## config.mk

```make
export PLATFORM = sky130hd
export DESIGN_NAME = axi_lite_xbar_flat
export DESIGN_NICKNAME = d
export VERILOG_FILES = /design/src/rtl/axi_lite_xbar_if.sv /design/src/rtl/axi_lite_xbar.sv /design/src/flat_wrapper.sv
export SDC_FILE = /design/constraint.sdc
export NUM_CORES = 1
export LEC_CHECK = 0
export ABC_CLOCK_PERIOD_IN_PS = 1870
export CAP_MARGIN = 25
export CORE_AREA = 2 2 252 254
export DETAILED_ROUTE_END_ITERATION = 16
export DIE_AREA = 0 0 254 256
export HOLD_SLACK_MARGIN = 0.03
export PLACE_DENSITY = 0.34
export SLEW_MARGIN = 25
export SYNTH_ARGS = -nofsm -noshare
export SYNTH_HDL_FRONTEND = slang
export SYNTH_SLANG_ARGS = --single-unit
```

## constraint.sdc

```tcl
create_clock -name clk -period 1.87 [get_ports clk]
set_clock_uncertainty 0.15 [all_clocks]
set_input_delay 0.2805 -clock clk [delete_from_list [all_inputs] [get_ports clk]]
set_output_delay 0.2805 -clock clk [all_outputs]
set_load 0.05 [all_outputs]
```

## src/rtl/axi_lite_xbar_if.sv

```systemverilog
// AXI-lite bundle (32-bit address, 64-bit data) shared by the crossbar's
// master-facing and slave-facing ports.
interface axi_lite_xbar_if;
    logic [31:0] araddr;
    logic        arvalid;
    logic        arready;
    logic [63:0] rdata;
    logic [1:0]  rresp;
    logic        rvalid;
    logic        rready;
    logic [31:0] awaddr;
    logic        awvalid;
    logic        awready;
    logic [63:0] wdata;
    logic [7:0]  wstrb;
    logic        wvalid;
    logic        wready;
    logic [1:0]  bresp;
    logic        bvalid;
    logic        bready;

    modport master (
        output araddr, arvalid, rready, awaddr, awvalid, wdata, wstrb, wvalid, bready,
        input  arready, rdata, rresp, rvalid, awready, wready, bresp, bvalid
    );

    modport slave (
        input  araddr, arvalid, rready, awaddr, awvalid, wdata, wstrb, wvalid, bready,
        output arready, rdata, rresp, rvalid, awready, wready, bresp, bvalid
    );
endinterface

```

## src/rtl/axi_lite_xbar.sv

```systemverilog
// 1-to-2 AXI-lite crossbar with a single transaction in flight; addresses
// outside both windows complete locally with DECERR.
module axi_lite_xbar #(
    parameter logic [31:0] MEM_BASE = 32'h8000_0000,
    parameter logic [31:0] MEM_MASK = 32'hF000_0000,
    parameter logic [31:0] DEV_BASE = 32'hA000_0000,
    parameter logic [31:0] DEV_MASK = 32'hF000_0000
) (
    input  logic           clk,
    input  logic           rst,
    axi_lite_xbar_if.slave  m,
    axi_lite_xbar_if.master s0,
    axi_lite_xbar_if.master s1
);

    typedef enum logic [2:0] {IDLE, RD, WR, RD_ERR, WR_ERR_W, WR_ERR_B} state_t;
    typedef enum logic [1:0] {DEC_MEM, DEC_DEV, DEC_ERR} dec_t;

    // Memory window takes priority when the two windows overlap.
    function automatic dec_t decode(input logic [31:0] a);
        if ((a & MEM_MASK) == MEM_BASE)      return DEC_MEM;
        else if ((a & DEV_MASK) == DEV_BASE) return DEC_DEV;
        else                                 return DEC_ERR;
    endfunction

    state_t      state;
    logic        tgt;
    logic [31:0] addr_q;
    logic        pend;
    dec_t        ar_dec;
    dec_t        aw_dec;
    logic        sel_arready;
    logic        sel_awready;

    assign ar_dec      = decode(m.araddr);
    assign aw_dec      = decode(m.awaddr);
    assign sel_arready = tgt ? s1.arready : s0.arready;
    assign sel_awready = tgt ? s1.awready : s0.awready;

    always_ff @(posedge clk or negedge rst) begin
        if (!rst) begin
            state  <= IDLE;
            tgt    <= 1'b0;
            addr_q <= '0;
            pend   <= 1'b0;
        end else begin
            case (state)
                IDLE: begin
                    if (m.arvalid) begin
                        addr_q <= m.araddr;
                        tgt    <= (ar_dec == DEC_DEV);
                        pend   <= (ar_dec != DEC_ERR);
                        state  <= (ar_dec == DEC_ERR) ? RD_ERR : RD;
                    end else if (m.awvalid) begin
                        addr_q <= m.awaddr;
                        tgt    <= (aw_dec == DEC_DEV);
                        pend   <= (aw_dec != DEC_ERR);
                        state  <= (aw_dec == DEC_ERR) ? WR_ERR_W : WR;
                    end
                end
                RD: begin
                    if (pend && sel_arready) pend <= 1'b0;
                    if (m.rvalid && m.rready) state <= IDLE;
                end
                WR: begin
                    if (pend && sel_awready) pend <= 1'b0;
                    if (m.bvalid && m.bready) state <= IDLE;
                end
                RD_ERR:   if (m.rready) state <= IDLE;
                WR_ERR_W: if (m.wvalid) state <= WR_ERR_B;
                WR_ERR_B: if (m.bready) state <= IDLE;
                default:  state <= IDLE;
            endcase
        end
    end

    always_comb begin
        m.arready  = 1'b0;
        m.awready  = 1'b0;
        m.rdata    = '0;
        m.rresp    = '0;
        m.rvalid   = 1'b0;
        m.wready   = 1'b0;
        m.bresp    = '0;
        m.bvalid   = 1'b0;
        s0.araddr  = '0;  s1.araddr  = '0;
        s0.arvalid = 1'b0; s1.arvalid = 1'b0;
        s0.rready  = 1'b0; s1.rready  = 1'b0;
        s0.awaddr  = '0;  s1.awaddr  = '0;
        s0.awvalid = 1'b0; s1.awvalid = 1'b0;
        s0.wdata   = '0;  s1.wdata   = '0;
        s0.wstrb   = '0;  s1.wstrb   = '0;
        s0.wvalid  = 1'b0; s1.wvalid  = 1'b0;
        s0.bready  = 1'b0; s1.bready  = 1'b0;
        case (state)
            // Ready is held low while reset is asserted even though state is IDLE.
            IDLE: begin
                m.arready = rst;
                m.awready = rst & ~m.arvalid;
            end
            RD: begin
                if (!tgt) begin
                    s0.araddr  = addr_q;
                    s0.arvalid = pend;
                    s0.rready  = m.rready;
                    m.rdata    = s0.rdata;
                    m.rresp    = s0.rresp;
                    m.rvalid   = s0.rvalid;
                end else begin
                    s1.araddr  = addr_q;
                    s1.arvalid = pend;
                    s1.rready  = m.rready;
                    m.rdata    = s1.rdata;
                    m.rresp    = s1.rresp;
                    m.rvalid   = s1.rvalid;
                end
            end
            // W is a straight wire so data may complete before the slave takes AW.
            WR: begin
                if (!tgt) begin
                    s0.awaddr  = addr_q;
                    s0.awvalid = pend;
                    s0.wdata   = m.wdata;
                    s0.wstrb   = m.wstrb;
                    s0.wvalid  = m.wvalid;
                    s0.bready  = m.bready;
                    m.wready   = s0.wready;
                    m.bresp    = s0.bresp;
                    m.bvalid   = s0.bvalid;
                end else begin
                    s1.awaddr  = addr_q;
                    s1.awvalid = pend;
                    s1.wdata   = m.wdata;
                    s1.wstrb   = m.wstrb;
                    s1.wvalid  = m.wvalid;
                    s1.bready  = m.bready;
                    m.wready   = s1.wready;
                    m.bresp    = s1.bresp;
                    m.bvalid   = s1.bvalid;
                end
            end
            RD_ERR: begin
                m.rvalid = 1'b1;
                m.rresp  = 2'b11;
            end
            WR_ERR_W: m.wready = 1'b1;
            WR_ERR_B: begin
                m.bvalid = 1'b1;
                m.bresp  = 2'b11;
            end
            default: ;
        endcase
    end

endmodule

```

## src/flat_wrapper.sv

```systemverilog
// flat-port wrapper written by rule: the top's interface ports become plain ports
module axi_lite_xbar_flat 
#(
    parameter logic [31:0] MEM_BASE = 32'h8000_0000,
    parameter logic [31:0] MEM_MASK = 32'hF000_0000,
    parameter logic [31:0] DEV_BASE = 32'hA000_0000,
    parameter logic [31:0] DEV_MASK = 32'hF000_0000
)
  (clk, rst, m_araddr, m_arvalid, m_rready, m_awaddr, m_awvalid, m_wdata, m_wstrb, m_wvalid, m_bready, m_arready, m_rdata, m_rresp, m_rvalid, m_awready, m_wready, m_bresp, m_bvalid, s0_araddr, s0_arvalid, s0_rready, s0_awaddr, s0_awvalid, s0_wdata, s0_wstrb, s0_wvalid, s0_bready, s0_arready, s0_rdata, s0_rresp, s0_rvalid, s0_awready, s0_wready, s0_bresp, s0_bvalid, s1_araddr, s1_arvalid, s1_rready, s1_awaddr, s1_awvalid, s1_wdata, s1_wstrb, s1_wvalid, s1_bready, s1_arready, s1_rdata, s1_rresp, s1_rvalid, s1_awready, s1_wready, s1_bresp, s1_bvalid);
  axi_lite_xbar_if m_i ();
  axi_lite_xbar_if s0_i ();
  axi_lite_xbar_if s1_i ();
  input  logic clk;
  input  logic rst;
  input wire logic [$bits(m_i.araddr)-1:0] m_araddr;
  input wire logic [$bits(m_i.arvalid)-1:0] m_arvalid;
  input wire logic [$bits(m_i.rready)-1:0] m_rready;
  input wire logic [$bits(m_i.awaddr)-1:0] m_awaddr;
  input wire logic [$bits(m_i.awvalid)-1:0] m_awvalid;
  input wire logic [$bits(m_i.wdata)-1:0] m_wdata;
  input wire logic [$bits(m_i.wstrb)-1:0] m_wstrb;
  input wire logic [$bits(m_i.wvalid)-1:0] m_wvalid;
  input wire logic [$bits(m_i.bready)-1:0] m_bready;
  output wire logic [$bits(m_i.arready)-1:0] m_arready;
  output wire logic [$bits(m_i.rdata)-1:0] m_rdata;
  output wire logic [$bits(m_i.rresp)-1:0] m_rresp;
  output wire logic [$bits(m_i.rvalid)-1:0] m_rvalid;
  output wire logic [$bits(m_i.awready)-1:0] m_awready;
  output wire logic [$bits(m_i.wready)-1:0] m_wready;
  output wire logic [$bits(m_i.bresp)-1:0] m_bresp;
  output wire logic [$bits(m_i.bvalid)-1:0] m_bvalid;
  output wire logic [$bits(s0_i.araddr)-1:0] s0_araddr;
  output wire logic [$bits(s0_i.arvalid)-1:0] s0_arvalid;
  output wire logic [$bits(s0_i.rready)-1:0] s0_rready;
  output wire logic [$bits(s0_i.awaddr)-1:0] s0_awaddr;
  output wire logic [$bits(s0_i.awvalid)-1:0] s0_awvalid;
  output wire logic [$bits(s0_i.wdata)-1:0] s0_wdata;
  output wire logic [$bits(s0_i.wstrb)-1:0] s0_wstrb;
  output wire logic [$bits(s0_i.wvalid)-1:0] s0_wvalid;
  output wire logic [$bits(s0_i.bready)-1:0] s0_bready;
  input wire logic [$bits(s0_i.arready)-1:0] s0_arready;
  input wire logic [$bits(s0_i.rdata)-1:0] s0_rdata;
  input wire logic [$bits(s0_i.rresp)-1:0] s0_rresp;
  input wire logic [$bits(s0_i.rvalid)-1:0] s0_rvalid;
  input wire logic [$bits(s0_i.awready)-1:0] s0_awready;
  input wire logic [$bits(s0_i.wready)-1:0] s0_wready;
  input wire logic [$bits(s0_i.bresp)-1:0] s0_bresp;
  input wire logic [$bits(s0_i.bvalid)-1:0] s0_bvalid;
  output wire logic [$bits(s1_i.araddr)-1:0] s1_araddr;
  output wire logic [$bits(s1_i.arvalid)-1:0] s1_arvalid;
  output wire logic [$bits(s1_i.rready)-1:0] s1_rready;
  output wire logic [$bits(s1_i.awaddr)-1:0] s1_awaddr;
  output wire logic [$bits(s1_i.awvalid)-1:0] s1_awvalid;
  output wire logic [$bits(s1_i.wdata)-1:0] s1_wdata;
  output wire logic [$bits(s1_i.wstrb)-1:0] s1_wstrb;
  output wire logic [$bits(s1_i.wvalid)-1:0] s1_wvalid;
  output wire logic [$bits(s1_i.bready)-1:0] s1_bready;
  input wire logic [$bits(s1_i.arready)-1:0] s1_arready;
  input wire logic [$bits(s1_i.rdata)-1:0] s1_rdata;
  input wire logic [$bits(s1_i.rresp)-1:0] s1_rresp;
  input wire logic [$bits(s1_i.rvalid)-1:0] s1_rvalid;
  input wire logic [$bits(s1_i.awready)-1:0] s1_awready;
  input wire logic [$bits(s1_i.wready)-1:0] s1_wready;
  input wire logic [$bits(s1_i.bresp)-1:0] s1_bresp;
  input wire logic [$bits(s1_i.bvalid)-1:0] s1_bvalid;
  assign m_i.araddr = m_araddr;
  assign m_i.arvalid = m_arvalid;
  assign m_i.rready = m_rready;
  assign m_i.awaddr = m_awaddr;
  assign m_i.awvalid = m_awvalid;
  assign m_i.wdata = m_wdata;
  assign m_i.wstrb = m_wstrb;
  assign m_i.wvalid = m_wvalid;
  assign m_i.bready = m_bready;
  assign m_arready = m_i.arready;
  assign m_rdata = m_i.rdata;
  assign m_rresp = m_i.rresp;
  assign m_rvalid = m_i.rvalid;
  assign m_awready = m_i.awready;
  assign m_wready = m_i.wready;
  assign m_bresp = m_i.bresp;
  assign m_bvalid = m_i.bvalid;
  assign s0_araddr = s0_i.araddr;
  assign s0_arvalid = s0_i.arvalid;
  assign s0_rready = s0_i.rready;
  assign s0_awaddr = s0_i.awaddr;
  assign s0_awvalid = s0_i.awvalid;
  assign s0_wdata = s0_i.wdata;
  assign s0_wstrb = s0_i.wstrb;
  assign s0_wvalid = s0_i.wvalid;
  assign s0_bready = s0_i.bready;
  assign s0_i.arready = s0_arready;
  assign s0_i.rdata = s0_rdata;
  assign s0_i.rresp = s0_rresp;
  assign s0_i.rvalid = s0_rvalid;
  assign s0_i.awready = s0_awready;
  assign s0_i.wready = s0_wready;
  assign s0_i.bresp = s0_bresp;
  assign s0_i.bvalid = s0_bvalid;
  assign s1_araddr = s1_i.araddr;
  assign s1_arvalid = s1_i.arvalid;
  assign s1_rready = s1_i.rready;
  assign s1_awaddr = s1_i.awaddr;
  assign s1_awvalid = s1_i.awvalid;
  assign s1_wdata = s1_i.wdata;
  assign s1_wstrb = s1_i.wstrb;
  assign s1_wvalid = s1_i.wvalid;
  assign s1_bready = s1_i.bready;
  assign s1_i.arready = s1_arready;
  assign s1_i.rdata = s1_rdata;
  assign s1_i.rresp = s1_rresp;
  assign s1_i.rvalid = s1_rvalid;
  assign s1_i.awready = s1_awready;
  assign s1_i.wready = s1_wready;
  assign s1_i.bresp = s1_bresp;
  assign s1_i.bvalid = s1_bvalid;
  axi_lite_xbar #(.MEM_BASE(MEM_BASE), .MEM_MASK(MEM_MASK), .DEV_BASE(DEV_BASE), .DEV_MASK(DEV_MASK)) u_core (.clk(clk), .rst(rst), .m(m_i), .s0(s0_i), .s1(s1_i));
endmodule
```

Word level (Yosys, flattened, before mapping) --
Cells that the tools add are included.
Word-level totals: register bits after elaboration 37, logic and storage cells 110
Cells by class: eq/ne operators 23, mux-type cells 71, bitwise gates (word level) 2, reduce and logical (&&, ||, !) cells 10
Operator list (count):
- $mux 64 | 6
- $mux 32 | 8
- $mux 8 | 4
- $mux 1 | 31
- $mux 3 | 8
- $pmux 3 s6 | 1
- $eq 4x4->1 const B | 4
- $mux 2 | 7
- $ne 2x2->1 const B | 5
- $ne 2x1->1 const B | 4
- $pmux 2 s2 | 2
- $eq 3x2->1 const B | 2
- $eq 3x3->1 const B | 2
- $pmux 1 s2 | 3
- $reduce_and 6->1 | 1
- $eq 2x1->1 const B | 2
- $eq 2x2->1 const B | 2
- $logic_and 1x1->1 | 4
- $reduce_and 4->1 | 1
- $eq 3x1->1 const B | 1
- $logic_not 3->1 | 1
- $ne 3x3->1 const B | 1
- $pmux 1 s3 | 1
- $reduce_bool 3->1 | 1
- other kinds (4) | 4

Depth between registers and ports, before layout --
Gate-level depths: netlist of the first run.
depth after elaboration 8, depth in mapped cells 6, mapped depth without buffers 4

Least setup slack after synthesis of the first run --
Ideal clock, no wire load.
path type reg2out, start point register u_core.tgt, end point output m_bresp[0], data arrival time 2.028 ns, data required time 1.439 ns, setup slack -0.588 ns, cell stages (with the launch flop) 6, cell sequence dfrtp_1 buf_2 buf_4 buf_2 mux2i_1 o21ai_0
Between the ends: longest elaborated chain between the ends 2
Ends and longest elaborated chain:
- from (decl) | line axi_lite_xbar.sv:27 | logic tgt;
- from (signal assigned) | line axi_lite_xbar.sv:51 | tgt <= (ar_dec == DEC_DEV);
- from (signal assigned) | line axi_lite_xbar.sv:56 | tgt <= (aw_dec == DEC_DEV);
- $mux 2 | line axi_lite_xbar.sv:120 | if (!tgt) begin
- $pmux 2 s2 | line axi_lite_xbar.sv:95 | case (state)
- to (decl) | line flat_wrapper.sv:30 | output wire logic [$bits(m_i.bresp)-1:0] m_bresp;
No other way between the ends.

Final worst setup path of the first run --
start point register u_core.state[2], end point output m_rdata[21]
Between the ends: longest elaborated chain between the ends 2
Ends and longest elaborated chain:
- from (decl) | line axi_lite_xbar.sv:26 | state_t state;
- from (signal assigned) | line axi_lite_xbar.sv:53 | state <= (ar_dec == DEC_ERR) ? RD_ERR : RD;
- from (signal assigned) | line axi_lite_xbar.sv:58 | state <= (aw_dec == DEC_ERR) ? WR_ERR_W : WR;
- $eq 3x1->1 | line axi_lite_xbar.sv:95
- $mux 64 | line axi_lite_xbar.sv:95
- to (decl) | line flat_wrapper.sv:25 | output wire logic [$bits(m_i.rdata)-1:0] m_rdata;
No other way between the ends.

==> results.tsv, run 1 <==
stage	metric	value	unit
sta	worst setup margin	-0.431	ns
die	die width	254	um
logic_synthesis	Async SR Flop Fraction	100	%
placement	routability cong.	0.867	
cells_and_area	# fillers	6410	
critical_path	CP cell instances	or3b_4 -> buf_12 -> buf_12 -> buf_16 -> nor2_4 -> buf_12	
logic_synthesis	Ys Warns	0	
logic_synthesis	synthesis-stage register bit count	37	
sta	setup_tns	-122.07	ns
drt	DRC	0	
drt	routed wire length per instance	20.0	um
critical_path	Arr. time, crit path	1.87	ns
clocking	Clock Latency Late Sink	0.30	ns
sta	Slew @ Worst Pin	0.581	ns
cells_and_area	post-route insts no fill	2227	
die	Site Rows	92	
logic_synthesis	number of flops mapped to enable cells by yosys	0	
critical_path	reg2reg end	u_core.state[1]$_DFFE_PN0P_	
sta	hold slack	0.361	ns
logic_synthesis	Synth area leader	and2_1	
drt	Routed WL	44.6	mm
placement	IO Port Bufs	643	
sta	minimum clock period	2.30	ns
critical_path	critical path launch point type	register	
grt	largest net degree at the start of global routing	68	
logic_synthesis	most common flop cell mapped by yosys	dfrtp_1	
clocking	CTS Buffer Depth	2	
logic_synthesis	most frequent cell after synthesis	and2_1	
power_and_ir_drop	Pwr Density	1330	nW/um2
critical_path	worst reg2reg path depth	7	
worst_hold_path	Worst Hold Class	in2reg	
grt	first-pass GRT wire length	60.0	mm
logic_synthesis	Avg Cell Area, Syn	7.33	um2
sta	Final setup viols	374	
grt	Tot GR Track Use	12.9	%
run	max-cap violation count	0	
cells_and_area	share of layout cells above drive strength 1	63.0	%
sta	slew margin rel.	61.3	%
logic_synthesis	Synth Cell Area	4910	um2
sta	Hold Fails Final Rpt	0	
logic_synthesis	main area contributors after synthesis	and2_1 32%, mux2i_1 21%, dfrtp_1 19%	
die	Top Ports	644	
critical_path	CP max stage delay	0.44	ns
grt	total gr overflow	0	
critical_path	most used cell, CP	buf_12	
cells_and_area	Syn-to-layout area delta	284	%
die	Die Y	256	um
cells_and_area	nets	1665	
die	initial core utilization	7.87	%
critical_path	R2R setup slack	-0.27	ns
critical_path	Worst setup EP type	output pin	
critical_path	worst setup path startpoint	u_core.state[2]$_DFFE_PN0P_	
placement	placed cells	2174	
power_and_ir_drop	Power, Total	25100	uW
grt	initial antenna violation count	4	
outcome	failing checks	setup timing	
clocking	CTS Sinks	37	
logic_synthesis	Synth top cells by count	249 x and2_1, 106 x nor2_1, 101 x mux2i_1	
critical_path	CP Max Fanout	9	
die	Placeable Area	62400	um2
critical_path	crit path to	m_rdata[21]	
sta	Slew Viols, Final	0	
sta	RSZ-0062 raised after global routing	yes	
logic_synthesis	Mapped Cells	670	
critical_path	Worst path slowest cell	or3b_4	
clocking	CTS Buf Count	5	
grt	vias in the first global route	7553	
logic_synthesis	top-area cell type share of the netlist area	31.7	%
sta	Final period util	123	%
drt	drt first pass iters	4	
sta	fmax	435	MHz
outcome	status	complete, but fails checks	
clocking	H-tree levels	2	
critical_path	Worst EP required	1.44	ns
clocking	clk root buf	clkbuf_16	
drt	Final ANT Viol Nets	0	
critical_path	reg2reg start	u_core.state[1]$_DFFE_PN0P_	
drt	drt via density	3.32	
drt	DRT iter0 DRCs	210	
placement	HPWL Detailed	36.4	mm
die	Die ar.	65000	um2
power_and_ir_drop	leakage power	0.00752	uW
clocking	Worst-path clk slew	0.06	ns
drt	via count	7386	
logic_synthesis	Yosys cell types	37	
critical_path	Crit Path Class	reg2out	
logic_synthesis	sequential area share after synthesis	18.9	%
logic_synthesis	syn nets	959	
power_and_ir_drop	VDD IR max	0.000560	V
clocking	CTS tree	built	
[worst max-delay path, delay by kind of cell (launching register included)]
kind / cells / cell delay [ns]
buffers and inverters: 4 / 0.60
and+or+nand+nor: 2 / 0.54
DFF: 1 / 0.41
[worst min path at each step]
stage	slack (ns)	depth (start not counted)	end	from
after floorplan	-0.17	0	u_core.addr_q[0]$_DFFE_PN0P_	rst
after global placement	0.32	2	u_core.addr_q[12]$_DFFE_PN0P_	rst
after detailed placement	0.34	2	u_core.addr_q[12]$_DFFE_PN0P_	rst
after CTS	0.36	4	u_core.state[2]$_DFFE_PN0P_	m_arvalid
after global routing	0.41	4	u_core.state[2]$_DFFE_PN0P_	m_arvalid
final	0.36	4	u_core.state[2]$_DFFE_PN0P_	m_arvalid
[layer usage]
layer	vias up	part of all wire, %	track usage [%]
li1	3612	-	-
met1	3466	37	13.9
met2	288	55	24.7
met3	18	7.9	4.39
met4	2	0.64	1.45
met5	-	0.020	0
[layout by cell type, fill, tap and decap left out, types with 15 or more instances in the layout]
cell type	instances
a21oi_1	35
and2_2	114
and2_4	126
and3_4	35
buf_12	377
buf_4	57
buf_6	15
clkdlybuf4s50_1	286
dfrtp_1	36
mux2i_1	83
nor2_1	40
nor2_4	69
[timing repair]
item,CTS,global route
pin swaps,7,12
gates resized for setup,59,127
hold endpoints to repair,37,0
setup buffers,12,12
setup endpoints to repair,380,392
hold buffers,1,0
gates cloned,12,8
[per-stage QoR]
stage / utilization [%] / worst slack (ns) / instance area [um2]
finish: 30.2 / -0.431 / 18800
global route: 30.2 / -0.518 / 18800
CTS: 29.3 / -0.475 / 18300
detailed placement: 27.9 / -0.273 / 17400
global placement: 27.9 / -0.319 / 17400
floorplan: - / -0.286 / 6020
[sequential cells by signal (all words and copies together) (netlist names)]
| name | flops |
|---|---|
| u_core.pend | 1 |
| u_core.addr_q | 32 |
| u_core.tgt | 1 |
| u_core.state | 3 |
[area by class of cell]
class	count	area (um2)	share of cell area [%]
antenna	4	10.0	0.0532
clock buffer	7	153	0.811
clock inverter	1	5.00	0.0266
inverter	1	8.76	0.0465
multi-input combinational	568	5030	26.7
sequential	37	930	4.94
tap	846	1060	5.62
timing repair buffer	763	11600	61.8
[where the power goes]
group / internal (uW) / total [uW] / switching, uW
Combinational: 10900 / 22300 / 11300
Clock: 567 / 966 / 399
Sequential: 1200 / 1860 / 652
[cell families after synthesis]
family	count (synthesis)	share of synthesized area [%]
buf+inv	65	6.47
simple gates	412	47.2
compound gates	52	6.19
mux	104	21.3
flops	37	18.9
Note: power is estimated with default switching activity, not from simulation.
==> run 2: changes to the inputs <==
--- a/config.mk
+++ b/config.mk
@@ -8,6 +8,7 @@
 export ABC_CLOCK_PERIOD_IN_PS = 1870
 export CAP_MARGIN = 25
 export CORE_AREA = 2 2 252 254
+export CTS_CLUSTER_DIAMETER = 200
 export DETAILED_ROUTE_END_ITERATION = 16
 export DIE_AREA = 0 0 254 256
 export HOLD_SLACK_MARGIN = 0.03
==> results of run 2 <==
Same layout as run 1: the final DEF is identical, and so are final timing and power.
